### src/rtl/ntt_core_wmm_dispatch_rotate_last_stage_rd_pcg.sv
// rtl/ntt_core_wmm_dispatch_rotate_last_stage_rd_pcg.sv - read side of the last-stage dispatch-rotate ping-pong buffer
// Reads completed halves row by row, un-rotates each row in two registered steps and returns free tokens.
module ntt_core_wmm_dispatch_rotate_last_stage_rd_pcg #(
    parameter int BANK_NB = 4,
    parameter int OP_W    = 32,
    parameter int DEPTH   = 8,
    parameter int RAM_LAT = 1
) (
    input  logic                     clk,
    input  logic                     a_rst,
    input  logic                     wr_buf_done,
    output logic                     rd_buf_free,
    output logic                     ram_rd_en,
    output logic [$clog2(DEPTH):0]   ram_rd_add,
    input  logic [BANK_NB*OP_W-1:0]  ram_rd_data,
    output logic [BANK_NB*OP_W-1:0]  out_data,
    output logic                     out_avail,
    output logic                     out_sob,
    output logic                     out_eob,
    output logic                     error
);
    localparam int RW = $clog2(DEPTH);
    localparam int SW = $clog2(BANK_NB);
    localparam int DW = BANK_NB * OP_W;

    typedef enum logic {IDLE, READ} state_t;

    state_t        state;
    logic [1:0]    count;
    logic [1:0]    count_next;
    logic          buf_id;
    logic [RW-1:0] row;
    logic          consume;
    logic [SW-1:0] row_shift;

    logic          tv   [RAM_LAT];
    logic [SW-1:0] tsh  [RAM_LAT];
    logic          tsob [RAM_LAT];
    logic          teob [RAM_LAT];

    logic          s1_v, s1_sob, s1_eob, s1_fine;
    logic [DW-1:0] s1_data;

    // out[p] = in[(p + amt) mod BANK_NB]
    function automatic logic [DW-1:0] rot(input logic [DW-1:0] d, input int amt);
        logic [DW-1:0] res;
        res = '0;
        for (int p = 0; p < BANK_NB; p++)
            res[p*OP_W +: OP_W] = d[((p + amt) % BANK_NB)*OP_W +: OP_W];
        return res;
    endfunction

    assign ram_rd_en  = (state == READ);
    assign ram_rd_add = {buf_id, row};
    assign consume    = (state == READ) && (row == RW'(DEPTH - 1));
    assign row_shift  = SW'(int'(row) % BANK_NB);

    always_comb begin
        count_next = count;
        error      = 1'b0;
        if (wr_buf_done && !consume) begin
            if (count == 2'd2) error = 1'b1;
            else               count_next = count + 2'd1;
        end else if (!wr_buf_done && consume) begin
            count_next = count - 2'd1;
        end
    end

    always_ff @(posedge clk or posedge a_rst) begin
        if (a_rst) begin
            state       <= IDLE;
            count       <= 2'd0;
            buf_id      <= 1'b0;
            row         <= '0;
            rd_buf_free <= 1'b0;
        end else begin
            count       <= count_next;
            rd_buf_free <= consume;
            case (state)
                IDLE: begin
                    if (count_next != 2'd0) state <= READ;
                end
                READ: begin
                    if (consume) begin
                        row    <= '0;
                        buf_id <= ~buf_id;
                        // back-to-back halves when another token is already waiting
                        if (count_next == 2'd0) state <= IDLE;
                    end else begin
                        row <= row + RW'(1);
                    end
                end
                default: state <= IDLE;
            endcase
        end
    end

    // Row tags ride alongside the RAM read so they land with the data.
    always_ff @(posedge clk or posedge a_rst) begin
        if (a_rst) begin
            for (int i = 0; i < RAM_LAT; i++) begin
                tv[i]   <= 1'b0;
                tsh[i]  <= '0;
                tsob[i] <= 1'b0;
                teob[i] <= 1'b0;
            end
        end else begin
            tv[0]   <= (state == READ);
            tsh[0]  <= row_shift;
            tsob[0] <= (state == READ) && (row == '0);
            teob[0] <= consume;
            for (int i = 1; i < RAM_LAT; i++) begin
                tv[i]   <= tv[i-1];
                tsh[i]  <= tsh[i-1];
                tsob[i] <= tsob[i-1];
                teob[i] <= teob[i-1];
            end
        end
    end

    // Coarse rotation (even part of the shift) then the odd single-bank step.
    always_ff @(posedge clk or posedge a_rst) begin
        if (a_rst) begin
            s1_v      <= 1'b0;
            s1_sob    <= 1'b0;
            s1_eob    <= 1'b0;
            s1_fine   <= 1'b0;
            s1_data   <= '0;
            out_avail <= 1'b0;
            out_sob   <= 1'b0;
            out_eob   <= 1'b0;
            out_data  <= '0;
        end else begin
            s1_v   <= tv[RAM_LAT-1];
            s1_sob <= tv[RAM_LAT-1] && tsob[RAM_LAT-1];
            s1_eob <= tv[RAM_LAT-1] && teob[RAM_LAT-1];
            if (tv[RAM_LAT-1]) begin
                s1_data <= rot(ram_rd_data, int'(tsh[RAM_LAT-1]) & ~1);
                s1_fine <= tsh[RAM_LAT-1][0];
            end
            out_avail <= s1_v;
            out_sob   <= s1_v && s1_sob;
            out_eob   <= s1_v && s1_eob;
            if (s1_v) out_data <= rot(s1_data, int'(s1_fine));
        end
    end
endmodule

### config.mk
export PLATFORM = sky130hd
export DESIGN_NAME = ntt_core_wmm_dispatch_rotate_last_stage_rd_pcg
export DESIGN_NICKNAME = d
export VERILOG_FILES = /design/src/rtl/ntt_core_wmm_dispatch_rotate_last_stage_rd_pcg.sv
export SDC_FILE = /design/constraint.sdc
export NUM_CORES = 1
export LEC_CHECK = 0
export CORE_AREA = 2 2 167 169
export CTS_CLUSTER_DIAMETER = 100
export DETAILED_ROUTE_END_ITERATION = 7
export DIE_AREA = 0 0 169 171
export DONT_BUFFER_PORTS = 1
export PLACE_DENSITY = 0.62
export SLEW_MARGIN = 15
export SYNTH_ARGS = -nofsm -noshare
export SYNTH_HDL_FRONTEND = slang
export SYNTH_SLANG_ARGS = --single-unit
### constraint.sdc
create_clock -name clk -period 8.1 [get_ports clk]
set_input_delay 0.81 -clock clk [delete_from_list [all_inputs] [get_ports clk]]
set_output_delay 0.81 -clock clk [all_outputs]
set_load 0.01 [all_outputs]
=== Word level (Yosys, flattened, before mapping) ===
Cells that the tools add are included.

* Input bits: 131
* Register bits after elaboration: 275
* Logic and storage cells: 74

* Add/subtract/negate cells: 9
* Shift-type cells: 8
* Mux-type cells: 10
* Equality and inequality tests: 2
* Bitwise operators: 8
* Reductions and logical operators: 20

{| class="wikitable"
|+ Operators with widths
! cell !! number
|-
| $shiftx 128x8->32 || 7
|-
| $shiftx 128x7->32 || 1
|-
| $reduce_or 2->1 || 6
|-
| $logic_and 1x1->1 || 8
|-
| $and 1x1->1 const A || 6
|-
| $mux 2 || 3
|-
| $mux 1 || 5
|-
| $add 2x1->2 const A || 2
|-
| $add 2x2->2 const A || 2
|-
| $add 3x1->3 const B || 1
|-
| $eq 3x3->1 const B || 1
|-
| $logic_not 3->1 || 1
|-
| $mux 3 || 1
|-
| $add 1x1->2 const A || 1
|-
| $add 1x2->2 const A || 1
|-
| $add 2x1->2 const B || 1
|-
| $eq 2x2->1 const B || 1
|-
| $logic_not 1->1 || 2
|-
| $logic_not 2->1 || 1
|-
| $not 1->1 || 2
|-
| $pmux 1 s2 || 1
|-
| $reduce_and 2->1 || 1
|-
| $reduce_bool 2->1 || 1
|-
| $sub 2x1->2 const B || 1
|}

=== Logic depth before layout (Yosys ltp) ===
Gate-level depths: netlist of the first run.

* Depth in word-level cells: 9
* Mapped depth: 6
* Depth with buffers taken out: 6

=== Least setup slack after synthesis of the first run ===
No wires, ideal clock.

* Kind: reg-to-output
* Start point: reg row[0]
* End point: out error
* Buffers on the path: 0
* Path slack: 6.048 ns
* Arrival time: 1.242 ns
* Cell stages (with the launch flop): 5
* Cell sequence: dfrtp_1 -> ha_1 -> ha_1 -> nand2_1 -> and3_1

* Cells in the longest elaborated chain, start to end: 5

{| class="wikitable"
|+ RTL lines
! what !! line !! RTL
|-
| from (decl) || 32 || <nowiki>logic [RW-1:0] row;</nowiki>
|-
| from (signal assigned) || 90 || <nowiki>row <= row + RW'(1);</nowiki>
|-
| $eq 3x3->1 || 55 || <nowiki>assign consume = (state == READ) && (row == RW'(DEPTH - 1));</nowiki>
|-
| $logic_and 1x1->1 || 55 ||
|-
| $logic_not 1->1 || 61 || <nowiki>if (wr_buf_done && !consume) begin</nowiki>
|-
| $logic_and 1x1->1 || 61 ||
|-
| $mux 1 || 61 ||
|-
| to (decl) || 20 || <nowiki>output logic error</nowiki>
|}

Every way passes these cells.

=== Worst setup path in the final report of the first run ===
Ends and elaborated chain as after synthesis.

==> flow_summary_export.csv, run 1 <==
group,metric,value,unit
outcome,status,"finished clean",
floorplanning,row_count,61,
sta,setup_violations,0,
grt,overflow,0,
floorplanning,die_area,28900,um^2
route,ant_nets,0,
yosys,synth_fa_ha_area_frac,0.004898,
yosys,ys_top_cells_by_count,"dfrtp_1 (275), mux2i_1 (258), nor2_1 (258)",
pwr,power,6.194,mW
floorplanning,pin_count,269,
floorplanning,start_util,0.4674,
clocking,path_clk_slew,60,ps
grt,grt_pass1_wl,43.30,mm
yosys,ys.flop_type,"dfrtp_1",
worst_setup_path,path_class,"reg -> out",
yosys,synth_most_common_cell,"dfrtp_1",
worst_setup_path,cp_slowest_cell,"dfrtp_1",
job,cap_violations,0,
sta,period_needed,2751,ps
yosys,syn_area,12770,um^2
clocking,cts_resized,0,
yosys,synth_edf_count,0,
yosys,syn_inst,1176,
grt,grt_max_degree,142,
grt,antenna_found_initial,0,
yosys,synthXorXnorAreaFrac,0.001371,
sta,fin_skew,9.188,ps
sta,min_period_over_period,0.3397,
floorplanning,die_w,169,um
route,drc,0,
yosys,synth.top_cell.area_share,0.5388,
yosys,ys_types,25,
finish,fin_nets,1265,
worst_setup_path,startpoint_type,"flop",
finish,diodes,0,
grt,track_usage,0.1853,
yosys,syn_nets,1312,
yosys,synth_top_family_by_area,"multiplexers",
yosys,muxShareOfSynthArea,0.2031,
placement,place_hpwl,17.73,mm
clocking,holdBufCountCts,0,
worst_setup_path,cp_common_cell,"ha_1",
route,drt_wl_total,27.22,mm
floorplanning,die_h,171,um
sta,rsz0062_at_grt,"false",
placement,gp_congestion,0.7482,
route,vias,8158,
clocking,cts_setup_buffers,0,
worst_setup_path,critical_path_required,7290,ps
clocking,cts_made_buffers,30,
clocking,cts_sinks,275,
worst_setup_path,arrival,1940,ps
clocking,cts_tree,"done",
clocking,clock_latency,540,ps
route,routedWlPerCell,18.20,um
sta,timing.fmax,363.5,MHz
yosys,seq_area_frac_synth,0.5388,
yosys,synthTopCellsByArea,"dfrtp_1 (54%), mux2i_1 (20%), a21oi_1 (10%)",
worst_setup_path,slowest_delay,460,ps
yosys,yosys.area.top_type,"dfrtp_1",
sta,final.setup.worst_slack,5349,ps
worst_setup_path,worstPathCellList,"ha_1 -> ha_1 -> nand2_1 -> and3_1",
sta,fin_setup_tns,0,ps
clocking,clockRootBuffer,"clkbuf_16",
route,drtIter0Drc,499,
placement,portBuffers,0,
placement,dp_slack,5436,ps
pwr,ir_worst_vdd,0.0001875,V
finish,drive_gt1_frac,0.05826,
worst_setup_path,cp-end-kind,"output pin",
sta,slew_headroom,0.3213,
floorplanning,coreArea,27320,um^2
worst_setup_path,cp_max_fo,7,
yosys,yosys.area_share.simple,0.08219,
clocking,clk_path_buf_depth,3,
route,dr.pass1.iters,5,
yosys,syn_avg_cell_area,10.86,um^2
route,drt-vias-per-instance,5.453,
sta,drv_slew,0,
yosys,synth_seq_cells,275,
yosys,synth-compound-area-share,0.1042,
finish,areaGrowthSynthToFinish,6.015,%
pwr,leakage,6.182,nW
clocking,cts_max_level,1,
pwr,power_density,457.5,nW/um^2
sta,tightest_slew,1018,ps
sta,finalHoldViolations,0,
min_path,worst_hold_path_type,"in -> async",
yosys,async_flop_share,1.000,
yosys,yosysWarnings,0,
grt,grt_pass1_vias,7974,
==> cell families (layout without fill, tap and decap cells) <==
| logic type | count (synthesis) | after routing |
|---|---|---|
| xor+xnor | 2 | 2 |
| mux | 259 | 259 |
| simple gates | 273 | 273 |
| buf+inv | 98 | 72 |
| compound gates | 264 | 264 |
| flops | 275 | 275 |
| fa+ha+maj | 5 | 5 |
==> stage by stage <==
step,utilization,hold slack [ps],area [um^2],std cells
after global placement,0.4580,435.3,12510,1443
final,0.4956,297.0,13540,1496
after floorplan,-,348.7,12780,1176
after detailed placement,0.4580,445.2,12510,1443
after CTS,0.4956,329.4,13540,1496
after global routing,0.4956,336.5,13540,1496
==> cell type report <==
type	instances	area [um^2]
Clock buffer	41	883.3
Clock inverter	12	143.9
Fill cell	2543	13780
Inverter	8	33.78
Multi-Input combinational cell	803	5055
Sequential cell	275	6897
Tap cell	346	432.9
Timing Repair Buffer	11	95.09
==> final timing paths <==
kind | start | endpoint | slack (ps) | cells past startpoint
min | a_rst | s1_data[56] | 300 | 2
min in group clk | wr_buf_done | count[1] | 360 | 1
min reg2reg | s1_sob | out_sob | 450 | 1
max in group asynchronous | a_rst | s1_v | 6110 | 3
max | row[0] | error | 5350 | 4
max reg2reg | tsh[1] | s1_data[100] | 5870 | 3
==> sequential cells by signal, indices dropped and copies added (netlist names) <==
register   flops
teob           1
count          2
out_data     128
tsh            2
s1_sob         1
row            3
tsob           1
tv             1
s1_v           1
s1_fine        1
buf_id         1
out_eob        1
out_avail      1
out_sob        1
s1_eob         1
s1_data      128
ram_rd_en      1
==> cells in the final DEF, fill, tap and decap left out, types with 2 or more instances in the layout <==
cell        Yosys  final
nand2_1         4      4
clkbuf_1       19      3
nand3_1         2      2
clkbuf_8        0      7
nand2b_1        2      2
nor2_1        258    258
buf_4           3     10
dfrtp_4         0      4
clkbuf_16       0     31
xnor2_1         2      2
clkinvlp_4      0      3
o21ai_0         3      3
and2_1          4      4
ha_1            5      5
and3_1          2      2
clkinv_2        0      6
bufinv_16       0      3
a21oi_1       257    257
mux2i_1       258    258
inv_1           8      7
o22ai_1         2      2
dfrtp_1       275    271
==> worst max-delay path, delay by kind of cell, from the launching register on <==
| kind | cells | cell delay (ps) |
|---|---|---|
| and+or+nand+nor | 2 | 480 |
| adders and majority gates | 2 | 460 |
| DFF | 1 | 460 |
==> metal layers <==
layer	wire [um]	GRT usage	share of wire	vias up
met5	0	0	0	-
met4	654	0.04980	0.024	0
met3	2454	0.06593	0.090	40
met2	12730	0.2992	0.47	214
met1	11380	0.2379	0.42	3927
li1	-	-	-	3977
==> power by group <==
part / switching [mW] / leakage (nW) / internal, mW
logic: 0.919 / 2.49 / 0.913
registers: 0.866 / 3.19 / 2.10
clock network: 0.546 / 0.506 / 0.853
total: 2.33 / 6.18 / 3.86
(Power assumes the default switching activity.)
==> inputs of run 2 (changes only) <==
==> constraint.sdc (replaced) <==
create_clock -name clk -period 2.4 [get_ports clk]
set_input_delay 0.24 -clock clk [delete_from_list [all_inputs] [get_ports clk]]
set_output_delay 0.24 -clock clk [all_outputs]
set_load 0.01 [all_outputs]
==> run 2 against run 1 <==
Against the previous run:
- via count is 13% higher
- critical path type is now reg -> reg
- utilization is 8.8 points higher
- non-clock buffer count is 230 higher
- power grew to 3.6 times the previous value
- final cell count is 15% higher
- global-route usage is 2.8 points higher
- hold slack worse by 56 ps
- critical path depth stayed put
- largest cell class unchanged
- register-to-register slack worse by 5600 ps
- routed wire length is 16% higher
- design area is 18% higher
- sequential power grew to 3.4 times the previous value
==> flow_summary_export.csv, run 2 (same netlist as run 1, synthesis figures left out) <==
group,metric,value,unit
finish,areaGrowthSynthToFinish,24.91,%
clocking,cts_setup_buffers,0,
pwr,power.switching,8.304,mW
route,routedWlPerCell,18.28,um
clocking,clockRootBuffer,"clkbuf_16",
finish,diodes,0,
sta,timing.fmax,466.4,MHz
job,cap_violations,0,
worst_setup_path,worstPathCellList,"buf_12 -> mux2i_1 -> dlygate4sd3_1 -> a21oi_1",
finish,largestRegisters,"out_data (128), s1_data (128), row (3)",
worst_setup_path,cp_slowest_cell,"dfrtp_4",
floorplanning,coreArea,27320,um^2
pwr,ir_worst_vdd,0.0008437,V
floorplanning,die_w,169,um
finish,drive_gt1_frac,0.07101,
worst_setup_path,cpLargestDelayFamily,"buffers and inverters",
grt,antenna_found_initial,0,
sta,drv_slew,0,
route,drc,0,
worst_setup_path,cp_max_fo,48,
route,drtIter0Drc,425,
grt,grt_pass1_vias,9394,
sta,rsz0062_at_grt,"false",
worst_setup_path,path_class,"reg -> reg",
placement,portBuffers,0,
sta,finalHoldViolations,0,
pwr,switching_share,0.3736,
placement,gp_congestion,0.7671,
min_path,worst_hold_path_type,"in -> async",
floorplanning,pin_count,269,
worst_setup_path,critical_path_required,2830,ps
route,dr.pass1.iters,4,
outcome,status,"finished clean",
route,vias,9219,
worst_setup_path,slowest_delay,700,ps
pwr,power_density,1393,nW/um^2
clocking,clock_latency,540,ps
worst_setup_path,r2r_cells,4,
worst_setup_path,critPathBufInv,2,
finish,fin_util,0.5839,
grt,track_usage,0.2136,
floorplanning,die_area,28900,um^2
clocking,clk_path_buf_depth,3,
pwr,power_frac_comb,0.333,
grt,grt_pass1_wl,49.85,mm
clocking,cts_max_level,1,
sta,period_needed,2144,ps
placement,place_hpwl,20.08,mm
route,drt-vias-per-instance,5.341,
pwr,seq_power_share,0.456,
route,drt_wl_total,31.55,mm
clocking,path_clk_slew,60,ps
sta,fin_skew,10.61,ps
sta,tightest_slew,714.0,ps
pwr,p_int,13.93,mW
grt,overflow,0,
pwr,clkPwrFrac,0.211,
sta,final.setup.worst_slack,256.1,ps
worst_setup_path,path_depth,4,
worst_setup_path,arrival,2570,ps
clocking,cts_resized,0,
clocking,cts_made_buffers,29,
clocking,cts_sinks,275,
placement,dp_slack,797.3,ps
grt,grt_max_degree,59,
worst_setup_path,startpoint_type,"flop",
finish,fin_nets,1494,
floorplanning,start_util,0.4674,
clocking,cts_tree,"done",
pwr,leakage,7.236,nW
floorplanning,row_count,61,
floorplanning,die_h,171,um
finish,final_common_cell,"dfrtp_1",
worst_setup_path,cp-end-kind,"flop",
sta,slew_headroom,0.5240,
finish,mostFrequentLayoutCells,"dfrtp_1 (271), mux2i_1 (258), nor2_1 (258), a21oi_1 (257), dlygate4sd3_1 (194)",
route,ant_nets,0,
sta,setup_violations,0,
sta,min_period_over_period,0.8933,
-- run 2: changes by cell type in the layout (fill, tap and decap cells not counted), sizes merged --
cell / change
dlygate4sd3: +194
buf: +36
clkinv: -4
clkbuf: +3
bufinv: +1
clkinvlp: -1
inv: +1
-- run 2: final cells by class --
type / instances / area [um^2]
clock buffer: 44 / 852.1
clock inverter: 9 / 151.4
fill: 2302 / 11370
inverter: 8 / 33.78
multi-input combinational: 803 / 5055
sequential: 275 / 6897
tap: 346 / 432.9
timing repair buffer: 241 / 2532
-- run 2: layer usage --
layer  vias to the layer above  global-route usage  part of all wire
li1                       4440                   -                 -
met1                      4465              0.2767              0.42
met2                       264              0.3587              0.48
met3                        50             0.05482             0.071
met4                         0             0.05760             0.024
met5                         -                   0                 0
-- run 2: metrics by stage --
step,total power [mW],hold WS [ps],setup TNS (ps),cell area [um^2],std cells
final,22.23,241.5,0,15950,1726
after global routing,23.64,275.7,0,15950,1726
after CTS,22.33,230.7,0,15950,1726
after detailed placement,16.87,202.6,0,13010,1479
after global placement,16.65,195.6,0,13010,1479
after floorplan,15.56,348.7,-406280,12780,1176
-- run 2: final timing paths --
kind / slack [ps] / from / to
max: 260 / tsh[1] / s1_data[6]
min: 240 / a_rst / out_data[54]
max reg2reg: 260 / tsh[1] / s1_data[6]
min reg2reg: 460 / tsob / s1_sob
max in group asynchronous: 1310 / a_rst / s1_fine
min in group clk: 450 / ram_rd_data[35] / s1_data[99]
-- run 2: what timing repair did --
item,CTS,global route
setup endpoints to repair,0,0
endpoints found under the hold margin,152,0
hold buffers,194,0
-- run 2: worst register-to-register path, cell delays in order (launching register included) --
cell           delay [ps]
dfrtp_4               700
buf_12                380
mux2i_1               320
dlygate4sd3_1         570
a21oi_1                60
-- run 2: power groups by stage --
stage | Combinational [mW] | Sequential [mW] | Clock, mW
2_1_floorplan | 6.63 | 8.93 | 0
6_report | 7.40 | 10.1 | 4.70
5_1_grt | 8.18 | 10.4 | 5.01
4_1_cts | 7.38 | 10.1 | 4.83
3_5_place_dp | 6.71 | 10.2 | 0
3_3_place_gp | 6.50 | 10.1 | 0
